===== src/rtl/fpa_pkg.sv =====
// Shared definitions for the FP8 adder issue/capture stage: number format
// widths, operand-pair width and the issue FSM state encoding.
`timescale 1ns/1ps
package fpa_pkg;

    // FP8 layout: 1 sign bit, 4 exponent bits, 3 mantissa bits
    localparam int EXP_W = 4;
    localparam int MAN_W = 3;
    localparam int FP_W  = 1 + EXP_W + MAN_W;
    localparam int EXC_W = 4;

    // One queued operation is the pair {a, b}
    localparam int OP_W  = 2 * FP_W;

    // Issue sequencer states
    typedef enum logic [1:0] {
        IDLE  = 2'd0,
        ISSUE = 2'd1,
        WAIT  = 2'd2,
        HOLD  = 2'd3
    } fsm_state_t;

    // Pack an operand pair into one FIFO word, A in the upper half
    function automatic logic [OP_W-1:0] pack_ops(input logic [FP_W-1:0] a,
                                                 input logic [FP_W-1:0] b);
        return {a, b};
    endfunction

endpackage


===== src/rtl/fpa_op_fifo.sv =====
// Operand-pair FIFO: DEPTH entries (power of two), synchronous push/pop,
// head visible combinationally, occupancy count plus full/empty flags.
// A push while full or a pop while empty is ignored.
`timescale 1ns/1ps
module fpa_op_fifo
    import fpa_pkg::*;
#(
    parameter int DEPTH = 4,
    parameter int WIDTH = OP_W,
    localparam int PTR_W = (DEPTH > 1) ? $clog2(DEPTH) : 1,
    localparam int CNT_W = $clog2(DEPTH + 1)
) (
    input  logic             clk,
    input  logic             rst,
    input  logic             push,
    input  logic [WIDTH-1:0] push_data,
    input  logic             pop,
    output logic [WIDTH-1:0] head,
    output logic [CNT_W-1:0] count,
    output logic             full,
    output logic             empty
);

    logic [WIDTH-1:0] mem_r [DEPTH];
    logic [PTR_W-1:0] wr_ptr_r;
    logic [PTR_W-1:0] rd_ptr_r;
    logic [CNT_W-1:0] count_r;
    logic             do_push_s;
    logic             do_pop_s;

    assign full      = (count_r == CNT_W'(DEPTH));
    assign empty     = (count_r == {CNT_W{1'b0}});
    assign count     = count_r;
    assign head      = mem_r[rd_ptr_r];
    assign do_push_s = push & ~full;
    assign do_pop_s  = pop & ~empty;

    // Storage array: write the tail entry on an accepted push
    always_ff @(posedge clk or posedge rst) begin
        if (rst) begin
            for (int i = 0; i < DEPTH; i++) begin
                mem_r[i] <= {WIDTH{1'b0}};
            end
        end else if (do_push_s) begin
            mem_r[wr_ptr_r] <= push_data;
        end
    end

    // Pointers (wrap naturally at DEPTH) and occupancy count
    always_ff @(posedge clk or posedge rst) begin
        if (rst) begin
            wr_ptr_r <= {PTR_W{1'b0}};
            rd_ptr_r <= {PTR_W{1'b0}};
            count_r  <= {CNT_W{1'b0}};
        end else begin
            if (do_push_s) begin
                wr_ptr_r <= wr_ptr_r + PTR_W'(1);
            end
            if (do_pop_s) begin
                rd_ptr_r <= rd_ptr_r + PTR_W'(1);
            end
            case ({do_push_s, do_pop_s})
                2'b10:   count_r <= count_r + CNT_W'(1);
                2'b01:   count_r <= count_r - CNT_W'(1);
                default: count_r <= count_r;
            endcase
        end
    end

endmodule


===== src/rtl/fpa_issue_ctrl.sv =====
// Issue/capture stage around the FP8 adder core. Operand pairs are queued,
// issued one at a time with a START_W-cycle start pulse, and the adder result
// is sampled FPA_LAT cycles after the issue edge and held on a valid/ready
// output until consumed. Compile with FPA_ISSUE_STATS_EN defined to add the
// stat_ops / stat_exc handshake counters.
`timescale 1ns/1ps
module fpa_issue_ctrl
    import fpa_pkg::*;
#(
    parameter int DEPTH   = 4,
    parameter int START_W = 2,
    parameter int FPA_LAT = 8
) (
    input  logic              clk,
    input  logic              clr,
    input  logic              in_valid,
    output logic              in_ready,
    input  logic [FP_W-1:0]   in_a,
    input  logic [FP_W-1:0]   in_b,
    output logic [FP_W-1:0]   fpa_a,
    output logic [FP_W-1:0]   fpa_b,
    output logic              fpa_start,
    input  logic [FP_W-1:0]   fpa_ans,
    input  logic [EXC_W-1:0]  fpa_except,
    output logic              out_valid,
    input  logic              out_ready,
    output logic [FP_W-1:0]   out_ans,
    output logic [EXC_W-1:0]  out_except
`ifdef FPA_ISSUE_STATS_EN
    ,
    output logic [15:0]       stat_ops,
    output logic [15:0]       stat_exc
`endif
);

    localparam int CNT_W  = $clog2(FPA_LAT + 1);
    localparam int QCNT_W = $clog2(DEPTH + 1);

    fsm_state_t         state_r;
    fsm_state_t         state_nxt_s;
    logic [CNT_W-1:0]   cnt_r;
    logic [CNT_W-1:0]   cnt_nxt_s;
    logic [FP_W-1:0]    a_r;
    logic [FP_W-1:0]    a_nxt_s;
    logic [FP_W-1:0]    b_r;
    logic [FP_W-1:0]    b_nxt_s;
    logic [FP_W-1:0]    ans_r;
    logic [FP_W-1:0]    ans_nxt_s;
    logic [EXC_W-1:0]   exc_r;
    logic [EXC_W-1:0]   exc_nxt_s;
    logic               start_r;
    logic               start_nxt_s;
    logic               valid_r;
    logic               valid_nxt_s;
    logic               in_ready_r;

    logic               push_s;
    logic               pop_s;
    logic               handshake_s;
    logic               start_done_s;
    logic               capture_s;
    logic [OP_W-1:0]    head_s;
    logic [QCNT_W-1:0]  q_count_s;
    logic [QCNT_W-1:0]  q_count_nxt_s;
    logic               q_full_s;
    logic               q_empty_s;

    // in_ready is a register, so a full FIFO refuses pushes even when the
    // sequencer pops in the same cycle.
    assign push_s       = in_valid & in_ready_r & ~q_full_s;
    assign pop_s        = (state_r == IDLE) & ~q_empty_s;
    assign handshake_s  = (state_r == HOLD) & valid_r & out_ready;
    // cnt_r holds the number of edges since the pop edge
    assign start_done_s = (cnt_r == CNT_W'(START_W - 1));
    assign capture_s    = (cnt_r == CNT_W'(FPA_LAT - 1));

    fpa_op_fifo #(
        .DEPTH (DEPTH),
        .WIDTH (OP_W)
    ) u_fifo (
        .clk       (clk),
        .rst       (clr),
        .push      (push_s),
        .push_data (pack_ops(in_a, in_b)),
        .pop       (pop_s),
        .head      (head_s),
        .count     (q_count_s),
        .full      (q_full_s),
        .empty     (q_empty_s)
    );

    // Occupancy after this edge, used to register in_ready without lag
    always_comb begin
        q_count_nxt_s = q_count_s;
        case ({push_s, pop_s})
            2'b10:   q_count_nxt_s = q_count_s + QCNT_W'(1);
            2'b01:   q_count_nxt_s = q_count_s - QCNT_W'(1);
            default: q_count_nxt_s = q_count_s;
        endcase
    end

    // in_ready register: low in reset, then tracks free space
    always_ff @(posedge clk or posedge clr) begin
        if (clr) begin
            in_ready_r <= 1'b0;
        end else begin
            in_ready_r <= (q_count_nxt_s < QCNT_W'(DEPTH));
        end
    end

    // FSM state register
    always_ff @(posedge clk or posedge clr) begin
        if (clr) begin
            state_r <= IDLE;
        end else begin
            state_r <= state_nxt_s;
        end
    end

    // FSM next-state decode
    always_comb begin
        state_nxt_s = state_r;
        case (state_r)
            IDLE: begin
                if (pop_s) begin
                    state_nxt_s = ISSUE;
                end else begin
                    state_nxt_s = IDLE;
                end
            end
            ISSUE: begin
                if (start_done_s) begin
                    state_nxt_s = WAIT;
                end else begin
                    state_nxt_s = ISSUE;
                end
            end
            WAIT: begin
                if (capture_s) begin
                    state_nxt_s = HOLD;
                end else begin
                    state_nxt_s = WAIT;
                end
            end
            HOLD: begin
                if (handshake_s) begin
                    state_nxt_s = IDLE;
                end else begin
                    state_nxt_s = HOLD;
                end
            end
            default: state_nxt_s = IDLE;
        endcase
    end

    // FSM output decode: next values of every registered output
    always_comb begin
        a_nxt_s     = a_r;
        b_nxt_s     = b_r;
        start_nxt_s = start_r;
        cnt_nxt_s   = cnt_r;
        valid_nxt_s = valid_r;
        ans_nxt_s   = ans_r;
        exc_nxt_s   = exc_r;
        case (state_r)
            IDLE: begin
                if (pop_s) begin
                    a_nxt_s     = head_s[OP_W-1:FP_W];
                    b_nxt_s     = head_s[FP_W-1:0];
                    start_nxt_s = 1'b1;
                    cnt_nxt_s   = {CNT_W{1'b0}};
                end else begin
                    start_nxt_s = 1'b0;
                end
            end
            ISSUE: begin
                cnt_nxt_s = cnt_r + CNT_W'(1);
                if (start_done_s) begin
                    start_nxt_s = 1'b0;
                end else begin
                    start_nxt_s = 1'b1;
                end
            end
            WAIT: begin
                cnt_nxt_s = cnt_r + CNT_W'(1);
                if (capture_s) begin
                    ans_nxt_s   = fpa_ans;
                    exc_nxt_s   = fpa_except;
                    valid_nxt_s = 1'b1;
                end else begin
                    valid_nxt_s = 1'b0;
                end
            end
            HOLD: begin
                if (handshake_s) begin
                    valid_nxt_s = 1'b0;
                end else begin
                    valid_nxt_s = 1'b1;
                end
            end
            default: begin
                start_nxt_s = 1'b0;
                valid_nxt_s = 1'b0;
            end
        endcase
    end

    // Output and datapath registers
    always_ff @(posedge clk or posedge clr) begin
        if (clr) begin
            a_r     <= {FP_W{1'b0}};
            b_r     <= {FP_W{1'b0}};
            start_r <= 1'b0;
            cnt_r   <= {CNT_W{1'b0}};
            valid_r <= 1'b0;
            ans_r   <= {FP_W{1'b0}};
            exc_r   <= {EXC_W{1'b0}};
        end else begin
            a_r     <= a_nxt_s;
            b_r     <= b_nxt_s;
            start_r <= start_nxt_s;
            cnt_r   <= cnt_nxt_s;
            valid_r <= valid_nxt_s;
            ans_r   <= ans_nxt_s;
            exc_r   <= exc_nxt_s;
        end
    end

    assign in_ready   = in_ready_r;
    assign fpa_a      = a_r;
    assign fpa_b      = b_r;
    assign fpa_start  = start_r;
    assign out_valid  = valid_r;
    assign out_ans    = ans_r;
    assign out_except = exc_r;

`ifdef FPA_ISSUE_STATS_EN
    logic [15:0] stat_ops_r;
    logic [15:0] stat_exc_r;

    // Saturating counters of completed output handshakes
    always_ff @(posedge clk or posedge clr) begin
        if (clr) begin
            stat_ops_r <= 16'h0000;
            stat_exc_r <= 16'h0000;
        end else if (handshake_s) begin
            if (stat_ops_r != 16'hFFFF) begin
                stat_ops_r <= stat_ops_r + 16'h0001;
            end
            if ((exc_r != {EXC_W{1'b0}}) && (stat_exc_r != 16'hFFFF)) begin
                stat_exc_r <= stat_exc_r + 16'h0001;
            end
        end
    end

    assign stat_ops = stat_ops_r;
    assign stat_exc = stat_exc_r;
`endif

endmodule


===== config.mk =====
export PLATFORM = sky130hd
export DESIGN_NAME = fpa_issue_ctrl
export DESIGN_NICKNAME = d
export VERILOG_FILES = /design/src/rtl/fpa_pkg.sv /design/src/rtl/fpa_op_fifo.sv /design/src/rtl/fpa_issue_ctrl.sv
export SDC_FILE = /design/constraint.sdc
export NUM_CORES = 1
export LEC_CHECK = 0
export BUFFER_PORTS_ARGS = -buffer_cell sky130_fd_sc_hd__buf_2
export CAP_MARGIN = 10
export CORE_MARGIN = 5
export CORE_UTILIZATION = 35
export CTS_CLUSTER_SIZE = 40
export DETAILED_ROUTE_END_ITERATION = 16
export GPL_TIMING_DRIVEN = 0
export MAX_ROUTING_LAYER = met4
export PLACE_DENSITY = 0.51
export SLEW_MARGIN = 0
export SYNTH_ARGS = -nofsm -noshare
export SYNTH_HDL_FRONTEND = slang
export SYNTH_SLANG_ARGS = --single-unit
export TNS_END_PERCENT = 10

===== constraint.sdc =====
create_clock -name clk -period 3.5 [get_ports clk]
set_input_delay 0.7 -clock clk [delete_from_list [all_inputs] [get_ports clk]]
set_output_delay 0.7 -clock clk [all_outputs]
set_load 0.1 [all_outputs]

Word-level counts from Yosys, hierarchy flattened
Index checks and enable logic that the tools add are counted.

cells by class
  $add $sub $neg = 5
  magnitude comparators = 4
  equality and inequality tests = 11
  multiplexer cells = 21
  bitwise operators = 11
  reduce and logical (&&, ||, !) cells = 11

operators by type and width
  kind                                                       count
  bitwise mux 64 bit                                         1
  two-way mux 16 bit                                         3
  binary-select mux 16 bit (select 2 bit)                    1
  demux 16 bit (select 2 bit)                                1
  one-hot mux 3 bit (2 select lines)                         2
  equality test 2 bit (second input constant)                4
  one-hot mux 2 bit (4 select lines)                         1
  one-hot mux 4 bit (2 select lines)                         1
  nonzero test 2 bit                                         4
  AND 1 bit                                                  7
  equality test 2 x 1 -> 1 bit (second input constant)       3
  greater-or-equal comparator 3 bit (second input constant)  2
  two-way mux 1 bit                                          6
  NOT 2 -> 3 bit                                             2
  AND reduction 2 bit                                        3
  adder 2 x 1 -> 2 bit (second input constant)               2
  adder 4 x 1 -> 4 bit (second input constant)               1
  equality test 4 x 1 -> 1 bit (second input constant)       1
  equality test 4 x 3 -> 1 bit (second input constant)       1
  two-way mux 2 bit                                          2
  two-way mux 4 bit                                          1
  one-hot mux 1 bit (2 select lines)                         2
  adder 3 x 1 -> 3 bit (second input constant)               1
  equality test 3 bit (second input constant)                1
  other kinds (9)                                            10

word-level totals
  bits in registers = 108
  input bits = 32
  output and inout bits = 31
  word-level logic and storage cells = 79

Logic depth before layout (Yosys ltp)
  depth after elaboration = 6
  depth in mapped cells = 10

Cells and area by module
Synthesis repeated with hierarchy kept, for this count alone.

unflattened totals
  cell total of the unflattened synthesis = 337
  area, all modules = 5,058.6 um^2

modules (own cells, without submodules)
  module          times used  cells an instance  area each (um^2)  seq. area each (um^2)
  fpa_op_fifo     1           193                3,357.0           1,776.7
  fpa_issue_ctrl  1           144                1,701.6           925.9

Least setup slack after synthesis
No wires, ideal clock.

  kind = register to register
  from = register in_ready_r, in the netlist in_ready
  to = register in_ready_r, in the netlist in_ready
  data arrival time = 2.195 ns
  required time = 3.423 ns
  setup slack = 1.227 ns
  stages on the path, launching flop included = 7
  path buffers = 1
  path through = dfrtp_1 buf_2 nand3_1 inv_1 ha_1 a221o_1 a21oi_1

between the ends
  cells in the longest elaborated chain, start to end = 5

RTL lines
  what                                                                        line                   source
  start, declared                                                             fpa_issue_ctrl.sv:55   logic in_ready_r;
  start signal, assigned                                                      fpa_issue_ctrl.sv:107  in_ready_r <= (q_count_nxt_s < QCNT_W'(DEPTH));
  AND 1 bit (*) (2 in a row)                                                  fpa_issue_ctrl.sv:70   assign push_s = in_valid & in_ready_r & ~q_full_s;
  equality test 2 x 1 -> 1 bit / equality test 2 bit (equally long branches)  fpa_issue_ctrl.sv:95   case ({push_s, pop_s})
  one-hot mux 3 bit (2 select lines) (*)                                      fpa_issue_ctrl.sv:95
  less-than comparator 3 bit (*)                                              fpa_issue_ctrl.sv:107

Every way passes the cells marked *; elsewhere a longest branch is shown, timed or not.
A chain may end at the register's enable or synchronous reset.

Final worst setup path
  from = register u_fifo.count_r[0], in the netlist u_fifo.count[0]
  to = register in_ready_r, in the netlist in_ready

between the ends
  cells in the longest elaborated chain, start to end = 6

RTL lines
  what                                                                        line                                        source
  start, declared                                                             fpa_op_fifo.sv:27                           logic [CNT_W-1:0] count_r;
  start signal, assigned                                                      fpa_op_fifo.sv:54                           count_r <= {CNT_W{1'b0}};
  start signal, assigned                                                      fpa_op_fifo.sv:63                           2'b10: count_r <= count_r + CNT_W'(1);
  start signal, assigned                                                      fpa_op_fifo.sv:64                           2'b01: count_r <= count_r - CNT_W'(1);
  equality test 3 bit / zero test 3 bit (equally long branches)               fpa_op_fifo.sv:31, fpa_op_fifo.sv:32
  NOT 1 bit, on equally long branches                                         fpa_issue_ctrl.sv:70, fpa_issue_ctrl.sv:71
  AND 1 bit, on equally long branches                                         fpa_issue_ctrl.sv:70, fpa_issue_ctrl.sv:71
  equality test 2 x 1 -> 1 bit / equality test 2 bit (equally long branches)  fpa_issue_ctrl.sv:95
  one-hot mux 3 bit (2 select lines) (*)                                      fpa_issue_ctrl.sv:95
  less-than comparator 3 bit (*)                                              fpa_issue_ctrl.sv:107

Marks and branches as above.

==> reports/results.tsv <==
metric	value	unit
syn-cell-area	0.00490	mm²
required	3780	ps
hp-class	primary input to asynchronous set/reset pin	
fin_tns_setup	0	ps
worst-r2r-cell-count	9	
wl_per_cell	16.5	µm
cts.sinks	108	
start_kind	flip-flop	
die_x	128	µm
layout_min_cycle_time	2200	ps
post_cts_buffers	0	
seq_area_frac_synth	55.1	%
hold_buffers	0	
vias_per_cell	4.82	
synthTopCellsByArea	dfrtp_1 (55%), mux2_2 (19%), mux4_2 (5.1%)	
drc	0	
crit_path_end_kind	flip-flop	
cp-endpoint	in_ready$_DFF_PP0_	
timing.final.ws_setup	1300	ps
core	0.0138	mm²
clockBufferDepth	2	
ir_drop	455	µV
multiInputGateArea	0.00206	mm²
slew_viol_final	0	
stdcell_area	0.00578	mm²
p_total	6.26	mW
ant_nets	0	
ys_warn_count	0	
reg2reg_slack	1300	ps
port_buffers	61	
cts_resized	0	
numCtsBuffers	9	
regToRegStartpoint	u_fifo.count[0]$_DFFE_PP0P_	
grt_pass1_wl	16.5	mm
cp_max_fo	10	
drt-total-wl	9.86	mm
n_antenna_cell	0	
start_util	35.5	%
dpl_cell_area	0.00550	mm²
grt_max_degree	41	
cellLeakagePower	2.65	nW
max_freq	0.455	GHz
rsz0062_at_grt	no	
cts_tree	done	
layout-drive-gt1-share	45.8	%
drv_cap	0	
synthCells	339	
fp.dieH	128	µm
htreeDepth	3	
yosysTopAreaCellShare	55.1	%
grt-ovfl-total	0	
dieArea	0.0165	mm²
antenna_found_initial	0	
arrival	2470	ps
r2r_end	in_ready$_DFF_PP0_	
area_growth	17.8	%
finClkSkew	6.60	ps
p_per_area	1080	mW/mm²
ios	63	
fillers	1294	
grt_pass1_vias	3158	
tightest_slew	499	ps
insertion_delay	350	ps
period_share	62.8	%
cts-root-buf	clkbuf_16	
num_vias	2886	
num_rows	43	
avgSynthCellArea	14.5	µm²
syn_nets	388	
path_clk_slew	70	ps
relSlewSlack	67.0	%
place_worst_setup_slack	1310	ps
grtUsageTotal	13.3	%
synthDistinctLibCells	40	
nNetsFinal	463	
drt_iter0_drc	115	
status	completed	
crit_path_start	u_fifo.count[0]$_DFFE_PP0P_	
setup_viol	0	
critical_path_class	flip-flop to flip-flop	
dp.final_hpwl	6.92	mm
first_pass_iters	4	
gp_congestion	0.796	
finalHoldViolCount	0	
synth_seq_cells	108	
synth_top_cell_by_area	dfrtp_1	
area.sequential	0.00270	mm²
==> metrics by stage <==
step / hold slack [ps] / util (%) / std cells
floorplan: 464 / - / 339
global placement: 453 / 39.3 / 580
detailed placement: 462 / 39.8 / 583
CTS: 315 / 41.8 / 599
global route: 328 / 41.8 / 599
finish: 323 / 41.8 / 599
==> sequential cells by signal (all words and copies together) (netlist names) <==
register / cells
u_fifo.mem_r: 64
fpa_a: 8
fpa_b: 8
out_ans: 8
cnt_r: 4
out_except: 4
u_fifo.count: 3
state_r: 2
u_fifo.rd_ptr_r: 2
u_fifo.wr_ptr_r: 2
fpa_start: 1
in_ready: 1
out_valid: 1
==> where the power goes <==
part / internal, mW / switching, mW / leakage [nW]
clock: 0.505 / 0.462 / 0.133
sequential: 1.85 / 0.289 / 1.29
combinational: 1.25 / 1.91 / 1.23
total: 3.60 / 2.66 / 2.65
==> worst max-delay path: stages (launching register included) <==
cell      delay [ps]
dfrtp_1          410
inv_1             90
ha_1             280
nand2b_1         110
nand2_1          120
buf_2            300
inv_1            110
ha_1             230
a221o_1          320
a21oi_1          150
==> synth_stat cells <==
library cell    n
a2111oi_0       1
a211o_1         1
a21boi_0        1
a21oi_1         4
a221o_1         1
a22o_1          1
a22oi_1         1
a311oi_1        1
a32oi_1         1
and3_1          1
and3b_1         1
and4b_1         1
buf_12          1
buf_2          10
buf_6           1
clkbuf_1        2
clkbuf_2        1
dfrtp_1       108
ha_1           17
inv_1          13
mux2_2         81
mux2i_1         1
mux4_1          5
mux4_2         11
nand2_1        39
nand2_4         1
nand2b_1        4
nand3_1         3
nand3b_1        1
nand4_4         4
nand4b_1        1
nor2_1          4
nor3_1          1
nor4b_1         1
o21ai_0         5
o2bb2ai_1       1
or2_2           1
or3b_2          1
xnor2_1         5
xor2_1          1
==> kinds of logic after synthesis <==
group | count (synthesis) | synth area share, %
flops | 108 | 55.1
mux | 98 | 26.5
simple gates | 64 | 7.50
buf+inv | 28 | 2.91
compound gates | 18 | 2.50
fa+ha+maj | 17 | 4.34
xor+xnor | 6 | 1.07
==> worst min-delay path by stage <==
stage,startpoint,end,cells past startpoint
floorplan,u_fifo.count[0]$_DFFE_PP0P_,u_fifo.count[0]$_DFFE_PP0P_,1
global placement,out_ans[5]$_DFFE_PP0P_,out_ans[5]$_DFFE_PP0P_,2
detailed placement,out_ans[0]$_DFFE_PP0P_,out_ans[0]$_DFFE_PP0P_,2
CTS,clr,fpa_a[3]$_DFFE_PP0P_,2
global route,clr,fpa_a[3]$_DFFE_PP0P_,2
finish,clr,u_fifo.wr_ptr_r[1]$_DFFE_PP0P_,2
==> area by class of cell <==
| cell class | instances | share of cell area (%) |
|---|---|---|
| clock inverters | 5 | 0.628 |
| clock buffers | 11 | 4.20 |
| plain buffers | 15 | 1.62 |
| flip-flops and latches | 108 | 46.8 |
| repair buffers | 64 | 6.33 |
| well taps | 180 | 3.90 |
| multi-input cells | 203 | 35.6 |
| inverters | 13 | 0.910 |
==> metal layers <==
layer / global-route usage (%) / up-vias / routed length (µm)
met5: - / - / 0
met4: 3.93 / 0 / 128
met3: 3.78 / 11 / 474
li1: - / 1366 / -
met2: 20.8 / 58 / 4680
met1: 17.0 / 1451 / 4570
==> placed cells by master, fill, tap and decap left out, drive strengths merged <==
cell type  count
a22oi          1
dfrtp        108
nor2           4
mux4          16
xnor2          5
mux2i          1
a311oi         1
a21oi          4
o2bb2ai        1
a22o           1
nand2         40
a221o          1
clkinv         2
and4b          1
ha            17
buf           76
nor3           1
and3b          1
or3b           1
and3           1
a21boi         1
a32oi          1
nand2b         4
nand4          4
xor2           1
nand3b         1
mux2          81
nand4b         1
clkbuf        14
nor4b          1
inv           13
a211o          1
nand3          3
a2111oi        1
or2            1
clkinvlp       3
o21ai          5
Power figures use the tool's default switching activity.
